## config.mk

```make
export PLATFORM = sky130hd
export DESIGN_NAME = prv_trap_sequencer
export DESIGN_NICKNAME = d
export VERILOG_FILES = /design/src/rtl/prv_trap_sequencer.sv
export SDC_FILE = /design/constraint.sdc
export NUM_CORES = 1
export LEC_CHECK = 0
export CORE_AREA = 2 2 107 109
export CTS_CLUSTER_DIAMETER = 150
export DETAILED_ROUTE_END_ITERATION = 6
export DIE_AREA = 0 0 109 111
export HOLD_SLACK_MARGIN = 0.15
export PLACE_DENSITY = 0.86
export SLEW_MARGIN = 20
export SYNTH_ARGS = -nofsm -noshare
export SYNTH_HDL_FRONTEND = slang
export SYNTH_SLANG_ARGS = --single-unit
export TNS_END_PERCENT = 10
```

## constraint.sdc

```tcl
create_clock -name clk -period 4 [get_ports clk]
set_clock_uncertainty 0.1 [all_clocks]
set_input_delay 0.6 -clock clk [delete_from_list [all_inputs] [get_ports clk]]
set_output_delay 0.6 -clock clk [all_outputs]
set_load 0.005 [all_outputs]
```

## src/rtl/prv_trap_sequencer.sv

```systemverilog
// Trap/return sequencer: prioritises exception, interrupt and MRET events, waits for the pipeline
// to drain, strobes the CSR updates, then redirects fetch. Optional macro: PRV_VECTORED_INT_EN.
module prv_trap_sequencer #(
  parameter int CLEAR_TIMEOUT = 16
) (
  input  logic        clk,
  input  logic        rst,
  input  logic        fault_insn,
  input  logic        mal_insn,
  input  logic        illegal_insn,
  input  logic        fault_l,
  input  logic        mal_l,
  input  logic        fault_s,
  input  logic        mal_s,
  input  logic        breakpoint,
  input  logic        env_m,
  input  logic        ret,
  input  logic [31:0] epc,
  input  logic [31:0] badaddr,
  input  logic        timer_int,
  input  logic        soft_int,
  input  logic        ext_int,
  input  logic        mstatus_mie,
  input  logic        pipe_clear,
  input  logic [31:0] mtvec,
  input  logic [31:0] mepc_r,
  output logic        intr,
  output logic        insert_pc,
  output logic [31:0] priv_pc,
  output logic        csr_we_trap,
  output logic        csr_we_ret,
  output logic [31:0] mepc_wdata,
  output logic [31:0] mcause_wdata,
  output logic [31:0] mtval_wdata
);

  localparam logic [1:0] S_IDLE     = 2'd0;
  localparam logic [1:0] S_WAIT     = 2'd1;
  localparam logic [1:0] S_COMMIT   = 2'd2;
  localparam logic [1:0] S_REDIRECT = 2'd3;

  localparam bit         TIMEOUT_EN   = (CLEAR_TIMEOUT > 0);
  localparam logic [7:0] TIMEOUT_LAST = 8'((CLEAR_TIMEOUT > 0) ? CLEAR_TIMEOUT - 1 : 0);

  logic [1:0]  state_reg;
  logic [7:0]  cnt_reg;
  logic [3:0]  code_reg;
  logic        int_reg;
  logic        ret_reg;
  logic [31:0] epc_reg;
  logic [31:0] tval_reg;

  logic        exc_any;
  logic        int_any;
  logic        event_any;
  logic        ev_int;
  logic        ev_ret;
  logic [3:0]  ev_code;
  logic        ev_tval;
  logic        wait_done;
  logic [31:0] trap_base;
  logic [31:0] trap_pc;
  logic        unused_epc_low;

  assign unused_epc_low = ^epc[1:0];

  assign exc_any   = fault_insn | mal_insn | illegal_insn | fault_l | mal_l |
                     fault_s | mal_s | breakpoint | env_m;
  assign int_any   = mstatus_mie & (ext_int | soft_int | timer_int);
  assign event_any = exc_any | int_any | ret;

  // Exceptions outrank interrupts, which outrank MRET; a dropped MRET simply never commits.
  always_comb begin
    ev_code = 4'd0;
    ev_int  = 1'b0;
    ev_ret  = 1'b0;
    if (fault_insn)        ev_code = 4'd1;
    else if (illegal_insn) ev_code = 4'd2;
    else if (mal_insn)     ev_code = 4'd0;
    else if (env_m)        ev_code = 4'd11;
    else if (breakpoint)   ev_code = 4'd3;
    else if (mal_s)        ev_code = 4'd6;
    else if (mal_l)        ev_code = 4'd4;
    else if (fault_s)      ev_code = 4'd7;
    else if (fault_l)      ev_code = 4'd5;
    else if (int_any) begin
      ev_int = 1'b1;
      if (ext_int)       ev_code = 4'd11;
      else if (soft_int) ev_code = 4'd3;
      else               ev_code = 4'd7;
    end else if (ret) begin
      ev_ret = 1'b1;
    end
  end

  // Only address-bearing exceptions carry badaddr into mtval.
  always_comb begin
    ev_tval = 1'b0;
    if (exc_any) begin
      case (ev_code)
        4'd0, 4'd1, 4'd4, 4'd5, 4'd6, 4'd7: ev_tval = 1'b1;
        default:                             ev_tval = 1'b0;
      endcase
    end
  end

  assign wait_done = pipe_clear | (TIMEOUT_EN && (cnt_reg == TIMEOUT_LAST));

  always_ff @(posedge clk or posedge rst) begin
    if (rst) begin
      state_reg <= S_IDLE;
      cnt_reg   <= 8'd0;
      code_reg  <= 4'd0;
      int_reg   <= 1'b0;
      ret_reg   <= 1'b0;
      epc_reg   <= 32'd0;
      tval_reg  <= 32'd0;
    end else begin
      case (state_reg)
        S_IDLE: begin
          if (event_any) begin
            state_reg <= S_WAIT;
            code_reg  <= ev_code;
            int_reg   <= ev_int;
            ret_reg   <= ev_ret;
            epc_reg   <= {epc[31:2], 2'b00};
            tval_reg  <= ev_tval ? badaddr : 32'd0;
          end
        end
        S_WAIT: begin
          if (wait_done) begin
            state_reg <= S_COMMIT;
            cnt_reg   <= 8'd0;
          end else if (cnt_reg != 8'hFF) begin
            cnt_reg   <= cnt_reg + 8'd1;
          end
        end
        S_COMMIT:   state_reg <= S_REDIRECT;
        default:    state_reg <= S_IDLE;
      endcase
    end
  end

  assign trap_base = {mtvec[31:2], 2'b00};

`ifdef PRV_VECTORED_INT_EN
  assign trap_pc = (int_reg && (mtvec[1:0] == 2'b01)) ? trap_base + {26'd0, code_reg, 2'b00}
                                                     : trap_base;
`else
  logic unused_mtvec_mode;
  assign unused_mtvec_mode = ^mtvec[1:0];
  assign trap_pc = trap_base;
`endif

  assign intr         = (state_reg != S_IDLE);
  assign csr_we_trap  = (state_reg == S_COMMIT) && !ret_reg;
  assign csr_we_ret   = (state_reg == S_COMMIT) && ret_reg;
  assign insert_pc    = (state_reg == S_REDIRECT);
  // mepc_r is read live in REDIRECT so a return sees the value written by the preceding commit.
  assign priv_pc      = (state_reg == S_REDIRECT) ? (ret_reg ? mepc_r : trap_pc) : 32'd0;
  assign mepc_wdata   = epc_reg;
  assign mcause_wdata = {int_reg, 27'd0, code_reg};
  assign mtval_wdata  = tval_reg;

endmodule

```

==> run_results.csv, run 1 <==
group,metric,value,unit
worst_setup_path,cpLargestDelayFamily,"adder cells",
logic_synthesis,synth-seq-cells,78,
pwr,peakVddDrop,0.405,mV
clocking,cts_resized,0,
logic_synthesis,synth.distinct_cells,45,
routing,first_pass_iters,4,
min_path,min_path_type,"reg2reg",
placement,numPortBuffers,243,
routing,drc,0,
grt,grt_util_met3,8.11,%
timing,max_freq,0.328,GHz
timing,worst_pin_slew,0.949,ns
grt,grt_pass1_wl,20600,um
routing,final_antenna_net_count,0,
job,drv_cap,0,
timing,fin_crit,3.05,ns
timing,rsz0062_at_grt,"false",
grt,grt_busiest_layer,"met2",
timing,maxSlewViolCount,0,
floorplan,die_x,109,um
grt,grt_util_met2,37.3,%
worst_setup_path,path_buf_inv,1,
logic_synthesis,synth_area_per_cell,11.3,sq um
grt,grt_use_met1,25.5,%
routing,wl,13500,um
final_layout,antenna-diode-count,0,
floorplan,coreArea,0.0111,sq mm
clocking,cts_inserted_buffers,9,
grt,first_global_vias,3921,
timing,whs,0.392,ns
worst_setup_path,cp.arrival,2.35,ns
timing,fin_ws,0.950,ns
logic_synthesis,netlist.area_leader.share,45.5,%
placement,dp_slack,0.622,ns
logic_synthesis,syn_area,0.00429,sq mm
clocking,ctsLongestPathBuffers,2,
timing,finalSetupViolations,0,
placement,place_congestion,0.856,
final_layout,stdcell_area,0.00699,sq mm
final_layout,area_growth,62.8,%
worst_setup_path,crit_chain,"ha_1, and3_1, clkdlybuf4s50_1",
status,status,"completed",
final_layout,final_core_util,63.1,%
routing,wire_per_inst,17.7,um
worst_setup_path,critical_path_class,"reg2out",
timing,fin_crit_sh,76.2,%
worst_setup_path,crit_path_end_kind,"primary output",
timing,hold_viol_final,0,
worst_setup_path,cp.required,3.30,ns
final_layout,drive_gt1_share,11.3,%
clocking,htree_levels,3,
logic_synthesis,yosys.area.top_type,"dfrtp_1",
floorplan,fp.dieH,111,um
pwr,power.leakage,2.83,nW
pwr,powerDensity,653,mW/mm^2
floorplan,fp-row-count,39,
grt,grt_max_degree,50,
grt,antenna_found_initial,0,
routing,drtIter0Drc,200,
final_layout,largest_register_ffs,32,
timing,tns,0,ns
routing,vias,3836,
grt,grt_use_total,21.9,%
clocking,cts_hold_buf,0,
logic_synthesis,yosysWarnings,0,
floorplan,die_area,0.0121,sq mm
worst_setup_path,critical-path-slowest-cell,"ha_1",
worst_setup_path,worstSetupStartpointType,"flip-flop",
clocking,clock-root-buffer,"clkbuf_16",
logic_synthesis,ys_seq_area_share,45.5,%
clocking,cts.clk_slew.worst_paths,0.06,ns
routing,viasPerCell,5.03,
floorplan,ios,277,
timing,relSlewSlack,36.7,%
clocking,post-cts-setup-buffers,0,
logic_synthesis,synth_area_leaders,"dfrtp_1 (45%), mux2_2 (9.4%), mux2i_1 (7.0%), o2bb2ai_1 (5.9%), buf_4 (5.2%)",
clocking,clock_sinks,78,
clocking,clkLatencyLatePin,0.33,ns
clocking,cts_tree,"built",
placement,dpl_cell_area,0.00666,sq mm
floorplan,initial_utilization,38.7,%
placement,dp_hpwl,10200,um
worst_setup_path,crit_path_max_incr_delay,0.78,ns
worst_setup_path,cp_max_fo,33,
grt,grt_overflow,0,
final_layout,nNetsFinal,765,
logic_synthesis,synthCells,381,
## report_power, final
part           leakage [nW]  switching [mW]  internal, mW
Combinational          1.70           0.812          1.43
Sequential            0.973           0.277          1.16
Clock                 0.152           0.341         0.549
Total                  2.83            1.43          3.13
## path summary, 6_finish.rpt
path | endpoint | from | depth (start not counted) | slack [ns]
worst max-delay path | priv_pc[0] | state_reg[0]$_DFFE_PP0P_ | 3 | 0.95
worst min-delay path | mtval_wdata[16]$_DFFE_PP0P_ | mtval_wdata[16]$_DFFE_PP0P_ | 1 | 0.39
worst max register to register | mepc_wdata[12]$_DFFE_PP0P_ | state_reg[0]$_DFFE_PP0P_ | 6 | 1.94
worst min register to register | mtval_wdata[16]$_DFFE_PP0P_ | mtval_wdata[16]$_DFFE_PP0P_ | 1 | 0.39
max in group asynchronous | mtval_wdata[2]$_DFFE_PP0P_ | rst | 3 | 2.27
min in group asynchronous | mepc_wdata[25]$_DFFE_PP0P_ | rst | 2 | 0.62
## Yosys cell counts, drive strengths merged
cell      n
a211o     1
a211oi    3
a21oi     8
a22o      1
a22oi     1
a31oi     2
a41oi     1
and2      1
and3      5
buf      38
clkbuf   16
conb      1
dfrtp    78
ha        5
inv      10
mux2     36
mux2i    30
nand2     3
nand2b    3
nand3    34
nand3b    1
nand4     2
nor2      7
nor2b    31
nor3      1
nor4      6
nor4b     1
o211ai    3
o21ai     4
o2bb2ai  32
o311ai    1
o31a      1
o31ai     3
o32a      1
or2       1
or3       3
or4       2
or4bb     1
xor2      3
## cells in the final DEF (no fill, tap or decap), types with 6 or more instances in the layout
master / count
a21oi_1: 7
buf_4: 6
clkbuf_16: 9
clkdlybuf4s50_1: 243
conb_1: 29
dfrtp_1: 77
inv_1: 9
mux2_2: 36
mux2i_1: 30
nand3_1: 34
nor2_1: 7
nor2b_1: 31
nor4_1: 6
o2bb2ai_1: 29
## metrics by stage
stage | total power, mW | cells
floorplan | 2.51 | 409
global placement | 3.61 | 747
detailed placement | 3.69 | 747
CTS | 4.61 | 763
global route | 4.82 | 763
finish | 4.56 | 763
## routing by layer
layer  up-vias  wire length [um]
li1       1784                 -
met4         0               231
met5         -                 0
met1      1831              5190
met3        18              1380
met2       203              6730
## cell type report
class	count	area, sq um
Fill cell	899	4090
Tap cell	143	179
Sequential cell	78	1950
Multi-Input combinational cell	267	2010
Clock inverter	7	97.6
Timing Repair Buffer	249	2480
Inverter	10	38.8
Clock buffer	9	225
## logic make-up after synthesis
family,synth area share (%)
mux,16.4
flops,45.5
buf+inv,10.3
compound gates,11.9
simple gates,13.7
fa+ha+maj,1.46
other cells,0.0874
xor+xnor,0.612
Note: power is estimated with default switching activity, not from simulation.
==> run 2, diff against run 1 <==
CORE_AREA = 2 2 85 148   (was 2 2 107 109)
DIE_AREA = 0 0 87 150   (was 0 0 109 111)
PLACE_DENSITY = 0.8   (was 0.86)
clock period = 3.19 ns   (was 4 ns; I/O delays follow)
==> run_results.csv, run 2 (synthesis results as in run 1) <==
group,metric,value,unit
status,status,"completed",
floorplan,ios,277,
floorplan,coreArea,0.0119,sq mm
final_layout,seqCellArea,0.00195,sq mm
routing,final_antenna_net_count,0,
pwr,p_total,5.71,mW
grt,grt_overflow,0,
clocking,cts.clk_slew.worst_paths,0.07,ns
timing,relSlewSlack,35.3,%
worst_setup_path,cp.arrival,2.87,ns
worst_setup_path,critical-path-slowest-cell,"or4_4",
clocking,cts_resized,0,
worst_setup_path,rrSetupSlack,1.15,ns
pwr,power.leakage,2.87,nW
grt,grt_pass1_wl,20900,um
clocking,post-cts-setup-buffers,0,
worst_setup_path,cp.required,3.31,ns
grt,first_global_vias,4085,
timing,rsz0062_at_grt,"false",
placement,dp_hpwl,11100,um
routing,drc,0,
pwr,peakVddDrop,0.391,mV
routing,wl,14000,um
floorplan,initial_utilization,36.2,%
clocking,clock-root-buffer,"clkbuf_16",
worst_setup_path,crit_path_max_incr_delay,0.57,ns
worst_setup_path,crit_path_end_kind,"flip-flop",
final_layout,largest_register_ffs,32,
grt,grt_max_degree,41,
timing,whs,0.388,ns
routing,topRoutingLayerUsed,"met4",
worst_setup_path,cp_max_fo,40,
pwr,power.switching,1.81,mW
final_layout,final_core_util,59.3,%
pwr,sequentialPowerShare,30.7,%
clocking,cts_tree,"built",
worst_setup_path,crit_top_cell,"or4_4",
placement,place_congestion,0.839,
floorplan,die_area,0.0131,sq mm
job,drv_cap,0,
pwr,p_int,3.89,mW
final_layout,drive_gt1_share,12.0,%
timing,fin_crit,2.75,ns
floorplan,fp.dieH,150,um
clocking,htree_levels,3,
routing,m1WireLength,4750,um
pwr,p_sw_share,31.8,%
worst_setup_path,critical_path_class,"in2reg",
placement,numPortBuffers,243,
final_layout,area_growth,63.9,%
timing,worst_pin_slew,0.958,ns
routing,drtIter0Drc,87,
clocking,cts_hold_buf,0,
final_layout,final_cell_mix,"clkdlybuf4s50_1 (243), dfrtp_1 (77), mux2_2 (36)",
routing,viasPerCell,5.11,
routing,wl_met3,1820,um
timing,maxSlewViolCount,0,
timing,hold_viol_final,0,
final_layout,nNetsFinal,771,
min_path,min_path_type,"reg2reg",
timing,tns,0,ns
worst_setup_path,crit_chain,"clkdlybuf4s50_1, or4_4, or4_4, o21ai_4, buf_12, mux2_2",
routing,wire_per_inst,18.4,um
final_layout,layout_commonest_cell,"clkdlybuf4s50_1",
floorplan,fp-row-count,53,
grt,antenna_found_initial,0,
timing,max_freq,0.363,GHz
floorplan,die_x,87,um
timing,fin_crit_sh,86.3,%
pwr,power_frac_clock,18.1,%
clocking,cts_inserted_buffers,9,
clocking,clock_sinks,78,
clocking,clkLatencyLatePin,0.33,ns
final_layout,multi_input_area,0.00201,sq mm
routing,met2_length,7130,um
clocking,ctsLongestPathBuffers,2,
worst_setup_path,worstSetupStartpointType,"input port",
final_layout,antenna-diode-count,0,
timing,finalSetupViolations,0,
pwr,powerDensity,811,mW/mm^2
routing,vias,3897,
pwr,pwr-share-comb,51.2,%
routing,first_pass_iters,4,
final_layout,fill_cells,980,
grt,grt_use_total,20.7,%
run 2: final timing paths:
path                       cells past startpoint                         end                        from
max                                            6   mepc_wdata[6]$_DFFE_PP0P_                     fault_l
min                                            1  mtval_wdata[5]$_DFFE_PP0P_  mtval_wdata[5]$_DFFE_PP0P_
max reg2reg                                    5      cnt_reg[5]$_DFFE_PP0P_      cnt_reg[0]$_DFFE_PP0P_
min reg2reg                                    1  mtval_wdata[5]$_DFFE_PP0P_  mtval_wdata[5]$_DFFE_PP0P_
max in group asynchronous                      3      cnt_reg[4]$_DFFE_PP0P_                         rst
min in group asynchronous                      2  mepc_wdata[16]$_DFFE_PP0P_                         rst
run 2: worst max-delay path: cells and delay by family:
kind                   cells  cell delay (ns)
AND/OR/NAND/NOR            2             1.14
buffers and inverters      2             0.71
multiplexers               1             0.37
AO/OA/AOI/OAI              1             0.16
run 2: metal layers:
metal  vias up  track usage, %
met5         -               0
met4         0            7.03
met3        23            10.3
met2       223            36.3
met1      1854            20.9
li1       1797               -
run 2: final cells by class:
class,instances,share of cell area (%)
flip-flops and latches,78,27.8
inverters,10,0.551
clock buffers,10,3.25
well taps,137,2.44
clock inverters,6,0.978
multi-input cells,267,28.6
repair buffers,255,36.4
run 2: power groups by stage:
| stage | clock network [mW] | logic, mW | registers [mW] |
|---|---|---|---|
| floorplan | 0 | 1.42 | 1.73 |
| global placement | 0 | 2.87 | 1.74 |
| detailed placement | 0 | 2.96 | 1.76 |
| CTS | 1.06 | 2.97 | 1.75 |
| global route | 1.10 | 3.14 | 1.81 |
| finish | 1.03 | 2.92 | 1.75 |
run 2: metrics by stage:
| stage | cell area [sq um] | setup slack (ns) | cells |
|---|---|---|---|
| 6_report | 7040 | 0.436 | 763 |
| 5_1_grt | 7040 | 0.300 | 763 |
| 4_1_cts | 7040 | 0.408 | 763 |
| 3_5_place_dp | 6740 | 0.0937 | 747 |
| 3_3_place_gp | 6740 | 0.147 | 747 |
| 2_1_floorplan | 4400 | 0.616 | 409 |
==> run 3, diff against run 2 <==
GPL_TIMING_DRIVEN = 1   (was default)
SKIP_LAST_GASP = 1   (was default)
==> results of run 3 <==
No change in the layout: final DEF, timing and power equal those of run 2.
